<file path="src/rtl/rbus_ring_stop.sv">
// rbus_ring_stop: one rbus ring hop; forwards, ejects and merges local traffic with a bypass FIFO
module rbus_ring_stop #(
    parameter int          SIG_W      = 8,
    parameter int          ADDR_W     = 37,
    parameter logic [9:0]  DST_MASK   = 10'h3F0,
    parameter logic [9:0]  DST_VAL    = 10'h000,
    parameter int          FIFO_DEPTH = 2,
    parameter int          STARVE_LIM = 8
) (
    input  logic              clk,
    input  logic              rst,
    input  logic [SIG_W-1:0]  ring_in_sig,
    input  logic [9:0]        ring_in_src,
    input  logic [9:0]        ring_in_dst,
    input  logic [ADDR_W-1:0] ring_in_addr,
    output logic              ring_in_can,
    output logic [SIG_W-1:0]  ring_out_sig,
    output logic [9:0]        ring_out_src,
    output logic [9:0]        ring_out_dst,
    output logic [ADDR_W-1:0] ring_out_addr,
    input  logic              ring_out_can,
    input  logic [SIG_W-1:0]  loc_sig,
    input  logic [9:0]        loc_src,
    input  logic [9:0]        loc_dst,
    input  logic [ADDR_W-1:0] loc_addr,
    input  logic              loc_want,
    output logic              loc_can,
    output logic [SIG_W-1:0]  ej_sig,
    output logic [9:0]        ej_src,
    output logic [9:0]        ej_dst,
    output logic [ADDR_W-1:0] ej_addr
);
    localparam int PKT_W = SIG_W + 20 + ADDR_W;
    localparam int PW    = $clog2(FIFO_DEPTH);
    localparam int CW    = $clog2(FIFO_DEPTH + 1);
    localparam int SW    = $clog2(STARVE_LIM + 1);

    logic [PKT_W-1:0] in_pkt, loc_pkt, out_q, out_d, ej_q, ej_d;
    logic [PKT_W-1:0] fifo_q [FIFO_DEPTH];
    logic [PW-1:0]    rd_q, wr_q;
    logic [CW-1:0]    cnt_q, cnt_d;
    logic [SW-1:0]    stv_q, stv_d;
    logic acc, hit, bcast, eject, fwd, load, starve, has, prio_loc;
    logic take_loc, take_fifo, take_in, push, pop;

    function automatic logic [PW-1:0] inc(input logic [PW-1:0] p);
        return (p == PW'(FIFO_DEPTH - 1)) ? '0 : p + 1'b1;
    endfunction

    assign in_pkt  = {ring_in_sig, ring_in_src, ring_in_dst, ring_in_addr};
    assign loc_pkt = {loc_sig, loc_src, loc_dst, loc_addr};
    assign {ring_out_sig, ring_out_src, ring_out_dst, ring_out_addr} = out_q;
    assign {ej_sig, ej_src, ej_dst, ej_addr} = ej_q;

    // Slot arbitration: starving local, FIFO head, bypass input, idle local, then empty
    always_comb begin
        ring_in_can = !rst && (cnt_q != CW'(FIFO_DEPTH));
        acc         = |ring_in_sig && ring_in_can;
        bcast       = ring_in_dst == 10'h3FF;
        hit         = (ring_in_dst & DST_MASK) == DST_VAL;
        eject       = acc && (hit || bcast);
        fwd         = acc && (!hit || bcast);
        load        = !(|out_q[PKT_W-1 -: SIG_W]) || ring_out_can;
        starve      = stv_q == SW'(STARVE_LIM);
        has         = cnt_q != '0;
        prio_loc    = starve && loc_want;
        take_loc    = load && loc_want && (starve || (!has && !fwd));
        take_fifo   = load && !prio_loc && has;
        take_in     = load && !prio_loc && !has && fwd;
        loc_can     = !rst && take_loc;
        push        = fwd && !take_in;
        pop         = take_fifo;
        out_d       = !load ? out_q : take_loc ? loc_pkt : take_fifo ? fifo_q[rd_q] : take_in ? in_pkt : '0;
        ej_d        = eject ? in_pkt : '0;
        cnt_d       = cnt_q + CW'(push) - CW'(pop);
        stv_d       = (!loc_want || loc_can) ? '0 : starve ? stv_q : stv_q + 1'b1;
    end

    // Control state, output slot and eject register; reset discards everything in flight
    always_ff @(posedge clk or posedge rst) begin
        if (rst) begin
            out_q <= '0;
            ej_q  <= '0;
            cnt_q <= '0;
            rd_q  <= '0;
            wr_q  <= '0;
            stv_q <= '0;
        end else begin
            out_q <= out_d;
            ej_q  <= ej_d;
            cnt_q <= cnt_d;
            rd_q  <= pop ? inc(rd_q) : rd_q;
            wr_q  <= push ? inc(wr_q) : wr_q;
            stv_q <= stv_d;
        end
    end

    // FIFO storage needs no reset since the count gates every read
    always_ff @(posedge clk) begin
        if (push) fifo_q[wr_q] <= in_pkt;
    end
endmodule

</file>
<file path="config.mk">
export PLATFORM = sky130hd
export DESIGN_NAME = rbus_ring_stop
export DESIGN_NICKNAME = d
export VERILOG_FILES = /design/src/rtl/rbus_ring_stop.sv
export SDC_FILE = /design/constraint.sdc
export NUM_CORES = 1
export LEC_CHECK = 0
export CORE_ASPECT_RATIO = 1.2
export CORE_MARGIN = 2
export CORE_UTILIZATION = 25
export CTS_BUF_LIST = sky130_fd_sc_hd__clkbuf_8 sky130_fd_sc_hd__clkbuf_16
export CTS_CLUSTER_DIAMETER = 40
export DETAILED_ROUTE_END_ITERATION = 6
export SLEW_MARGIN = 20
export SYNTH_ARGS = -nofsm -noshare
export SYNTH_HDL_FRONTEND = slang
export SYNTH_SLANG_ARGS = --single-unit
</file>
<file path="constraint.sdc">
create_clock -name clk -period 4.8 [get_ports clk]
set_input_delay 1.2 -clock clk [delete_from_list [all_inputs] [get_ports clk]]
set_output_delay 1.2 -clock clk [all_outputs]
set_load 0.005 [all_outputs]
</file>
; After elaboration in Yosys (flattened, before gate mapping)
; Memories as Yosys holds them, arrays and structs flattened.
; Cells that the tools add are included.
[word_totals]
wordCells = 57
register_bits = 138
n_memories = 1
inputBits = 134
mem_bits_rw = 130
[classes]
muxes = 10
add_sub_neg = 5
n_eq_ne = 4
n_reduce_logical = 31
[mem_list]
columns = name, depth, width, rd, rd_ports_with_merged_regs, wr, line_no
row1 = fifo_q, 2, 65, 1, 0, 1, 39  ; logic [PKT_W-1:0] fifo_q [FIFO_DEPTH];
[op_table]
columns = op, count
row1 = $mux 65, 4
row2 = $reduce_or 8->1, 2
row3 = $logic_and 1x1->1, 14
row4 = $eq 10x10->1 const B, 1
row5 = $logic_not 10->1, 1
row6 = $logic_not 1->1, 8
row7 = $mux 4, 2
row8 = $logic_or 1x1->1, 5
row9 = $add 4x1->4 const B, 1
row10 = $eq 4x4->1 const B, 1
row11 = $mux 1, 4
row12 = $add 1x1->1 const B, 2
row13 = $add 2x1->2, 1
row14 = $ne 2x1->1 const B, 1
row15 = $ne 2x2->1 const B, 1
row16 = $reduce_bool 2->1, 1
row17 = $sub 2x1->2, 1

; Longest topological paths before layout
[depth]
ltp_word = 11
depth_mapped = 11

; Worst setup path before layout
; OpenSTA, ideal clock, no wires.
[synth_timing]
kind = in2reg
start = in ring_out_can
end = mem fifo_q[0][0] (netlist name) (enable)
path_stages = 5
arrival_ps = 4763
path_buffers = 2
slack_ps = -452
setup_time_ps = 489
path_cell_list = buf_2 > a21oi_1 > buf_2 > o211ai_1 > nor2_1
[synth_via]
elab_chain_len = 8
[synth_rtl]
columns = element, line_no
row1 = "start, declared", 21  ; input logic ring_out_can,
row2 = $logic_or 1x1->1, 63  ; load = !(|out_q[PKT_W-1 -: SIG_W]) || ring_out_can;
row3 = $logic_and 1x1->1 (3 in series), 69  ; take_in = load && !prio_loc && !has && fwd;
row4 = $logic_not 1->1, 71  ; push = fwd && !take_in;
row5 = $logic_and 1x1->1, 71
row6 = $mux 1, 100  ; if (push) fifo_q[wr_q] <= in_pkt;
row7 = $mux 1 (implied by the code), 100
row8 = "end, declared", 39
; No other way between the ends.

; Worst setup path after layout
[layout_timing]
start = in ring_in_sig[7]
end = out loc_can
[layout_via]
elab_chain_len = 8
[layout_rtl]
columns = element, line_no
row1 = "start, declared", 12  ; input logic [SIG_W-1:0] ring_in_sig,
row2 = $reduce_or 8->1, 58  ; acc = |ring_in_sig && ring_in_can;
row3 = $logic_and 1x1->1, 58
row4 = $logic_and 1x1->1, 62  ; fwd = acc && (!hit || bcast);
row5 = $logic_not 1->1, 67  ; take_loc = load && loc_want && (starve || (!has && !fwd));
row6 = $logic_and 1x1->1, 67
row7 = $logic_or 1x1->1, 67
row8 = $logic_and 1x1->1, 67
row9 = $logic_and 1x1->1, 70  ; loc_can = !rst && take_loc;
row10 = "end, declared", 27  ; output logic loc_can,
; No other way between the ends.

==> results.toml <==
[synthesis]
synth-async-reset-ratio = 0.515
ys_seq_area_frac = 0.689
postSynthCellCount = 767
synth_edf_count = 130
yosys_warnings = 0
synthesis.area_um2 = 10700
synth.distinct_cells = 42
synth_flop_cell = "dfrtp_1"
syn_area_per_cell_um2 = 13.9
ys_seq_elements = 268
syn_nets = 905

[timing]
max-slew-margin-rel = 0.274
finalHoldViolCount = 0
fin_crit_ns = 4.67
holdWs_ns = 0.477
setup_viol = 0
fin_crit_sh = 0.974
rsz0062_at_grt = "no"
worst_slew_pin_slew_ns = 1.09
drv_slew = 0
max_freq_ghz = 0.214
fin_setup_tns_ns = 0
fin_skew_ns = 0.0280

[floorplan]
die_area_um2 = 44400
rows = 82
initial_core_util = 0.254
io_pins = 266
die_w_um = 193
fp.dieH_um = 230
core_area_um2 = 42000

[cts]
clk_pin_slew_ns = 0.05
clockRootBuffer = "clkbuf_16"
insertion_delay_ns = 0.55
clock_sinks = 268
post_cts_buffers = 0
htreeDepth = 2
cts_buffers = 40
cts.repair.resized = 1
clockBufferDepth = 3
postCtsHoldBufs = 0
cts_tree = "done"

[power]
p_leak_nw = 5.95
power_frac_comb = 0.268
clkPwrFrac = 0.345
vdd_ir_drop_max_v = 0.000354
internal-power_mw = 6.20
p_seq_frac = 0.387
power_density_nw_per_um2 = 566
switchingPower_mw = 2.56
switching_share = 0.293

[global_routing]
track_usage = 0.143
grt_max_degree = 74
grt_overflow = 0
grt_pass1_wl_um = 48600
grt_antenna_before_repair = 0
grt_pass1_vias = 8234

[setup_path]
path_buf_inv = 3
r2r_start = "stv_q[0]"
critPathSlowestCell = "clkdlybuf4s50_1"
rr_endpoint = "out_q[64]"
crit_path_cell_trace = "clkdlybuf4s50_1 > buf_4 > nor4_2 > a221oi_2 > a31o_4 > nor3_1 > clkdlybuf4s50_1"
crit_path_max_fanout = 5
cp-end-kind = "primary output"
slowest_delay_ns = 0.59
worstPathRequired_ns = 3.60
endpoint = "loc_can"
worstRegToRegCells = 8
rrSetupSlack_ns = 1.90
critPathLaunchType = "input pin"
cp_num_cells = 7
path_class = "in -> out"
crit_family = "buffers and inverters"
crit_path_frequent_cell = "clkdlybuf4s50_1"
startpoint = "ring_in_sig[7]"
arrival_ns = 3.47

[finish]
drive_gt1_frac = 0.155
nets = 1186
mostFrequentLayoutCell = "clkdlybuf4s50_1"
area_growth_pct = 45.0
final_cell_mix = "265 x clkdlybuf4s50_1, 137 x dfrtp_1, 130 x edfxtp_1, 67 x and2_1, 57 x mux2_2"
seq_area_um2 = 7360
multi_input_area_um2 = 3100
n_fill_cell = 4053

[detailed_routing]
wl_um = 31400
wl_per_cell_um = 19.3
dr.pass1.iters = 5
routed_via_density = 4.63
ant_nets = 0
drc = 0
drtIter0Drc = 303
vias = 7539

[placed_design]
hpwl_um = 19600
io_buffers = 265
gp_congestion = 0.728

[status]
status = "completed"

[min_path]
hold_depth = 2
min_path_type = "reg -> reg"

[flow_run]
drv_cap = 0
power by group through the flow:
| stage | Sequential (mW) | Clock (mW) | Combinational (mW) |
|---|---|---|---|
| floorplan | 3.31 | 0 | 1.28 |
| global placement | 3.41 | 0 | 2.36 |
| detailed placement | 3.44 | 0 | 2.38 |
| CTS | 3.40 | 3.12 | 2.39 |
| global route | 3.46 | 3.22 | 2.59 |
| finish | 3.39 | 3.02 | 2.35 |
flip-flops by register name (all words and copies together) (netlist names):
register / flops
stv_q: 4
wr_q: 1
fifo_q: 130
ej_q: 65
rd_q: 1
out_q: 65
cnt_q: 2
worst min path at each step:
| stage | startpoint | to | slack [ns] |
|---|---|---|---|
| 2_1_floorplan | wr_q | wr_q | 0.47 |
| 3_3_place_gp | out_q[45] | out_q[45] | 0.46 |
| 3_5_place_dp | out_q[42] | out_q[42] | 0.47 |
| 4_1_cts | out_q[42] | out_q[42] | 0.48 |
| 5_1_grt | out_q[46] | out_q[46] | 0.51 |
| 6_report | out_q[42] | out_q[42] | 0.48 |
worst register-to-register path, delay by kind of cell (launching register included):
kind            cells  cell delay, ns
simple gates        2            0.60
compound gates      3            0.87
buf+inv             2            0.70
flops               1            0.38
fa+ha+maj           1            0.22
metrics by stage:
stage                     utilization  total power, mW  area, µm²  instances  worst slack, ns
final                           0.369             8.76      15500       1627            0.127
after global placement          0.335             5.77      14100       1552           -0.118
after detailed placement        0.335             5.81      14100       1552           -0.136
after CTS                       0.369             8.92      15500       1626            0.139
after global routing            0.369             9.27      15500       1626           0.0601
after floorplan                     -             4.60      10700        767           -0.452
per-layer routing:
layer,vias to the layer above,global-route usage,part of all wire
met4,0,0.0530,0.029
met2,258,0.242,0.49
li1,3446,-,-
met5,-,0,0
met3,51,0.0421,0.072
met1,3784,0.171,0.41
cell usage after synthesis (2+ instances only):
master    count  area (µm²)
dfrtp_1     138        3450
edfxtp_1    130        3900
and2_1       67         419
mux2_2       57         642
nor2_1       57         214
nor3_1       53         265
a22oi_1      51         383
a211oi_1     50         375
clkbuf_1     28         105
buf_2        18        90.1
inv_1        15        56.3
nand2_1      15        56.3
o21ai_0      13        65.1
a221o_1       9        90.1
mux2i_1       9        90.1
o22ai_1       8        50.1
a221oi_1      6        52.6
a21oi_1       5        25.0
xnor2_1       5        43.8
ha_1          4        50.1
buf_1         3        11.3
nor4_1        3        18.8
a211oi_2      2        25.0
nand4_1       2        12.5
nor4_2        2        25.0
area by class of cell:
type,instances,share of cell area
diodes,1,0.000162
clock buffers,48,0.0740
clock inverters,26,0.0172
inverters,16,0.00412
multi-input cells,432,0.201
flip-flops and latches,268,0.476
well taps,546,0.0441
repair buffers,290,0.184
logic make-up (layout without fill, tap and decap cells):
| logic type | count (synthesis) | after routing | synth area share |
|---|---|---|---|
| compound gates | 152 | 152 | 0.107 |
| xor+xnor | 5 | 5 | 0.00410 |
| buf+inv | 67 | 380 | 0.0267 |
| fa+ha+maj | 4 | 4 | 0.00469 |
| simple gates | 205 | 205 | 0.100 |
| other cells | 0 | 1 | 0 |
| flops | 268 | 268 | 0.689 |
| mux | 66 | 66 | 0.0686 |
(Power assumes the default switching activity.)
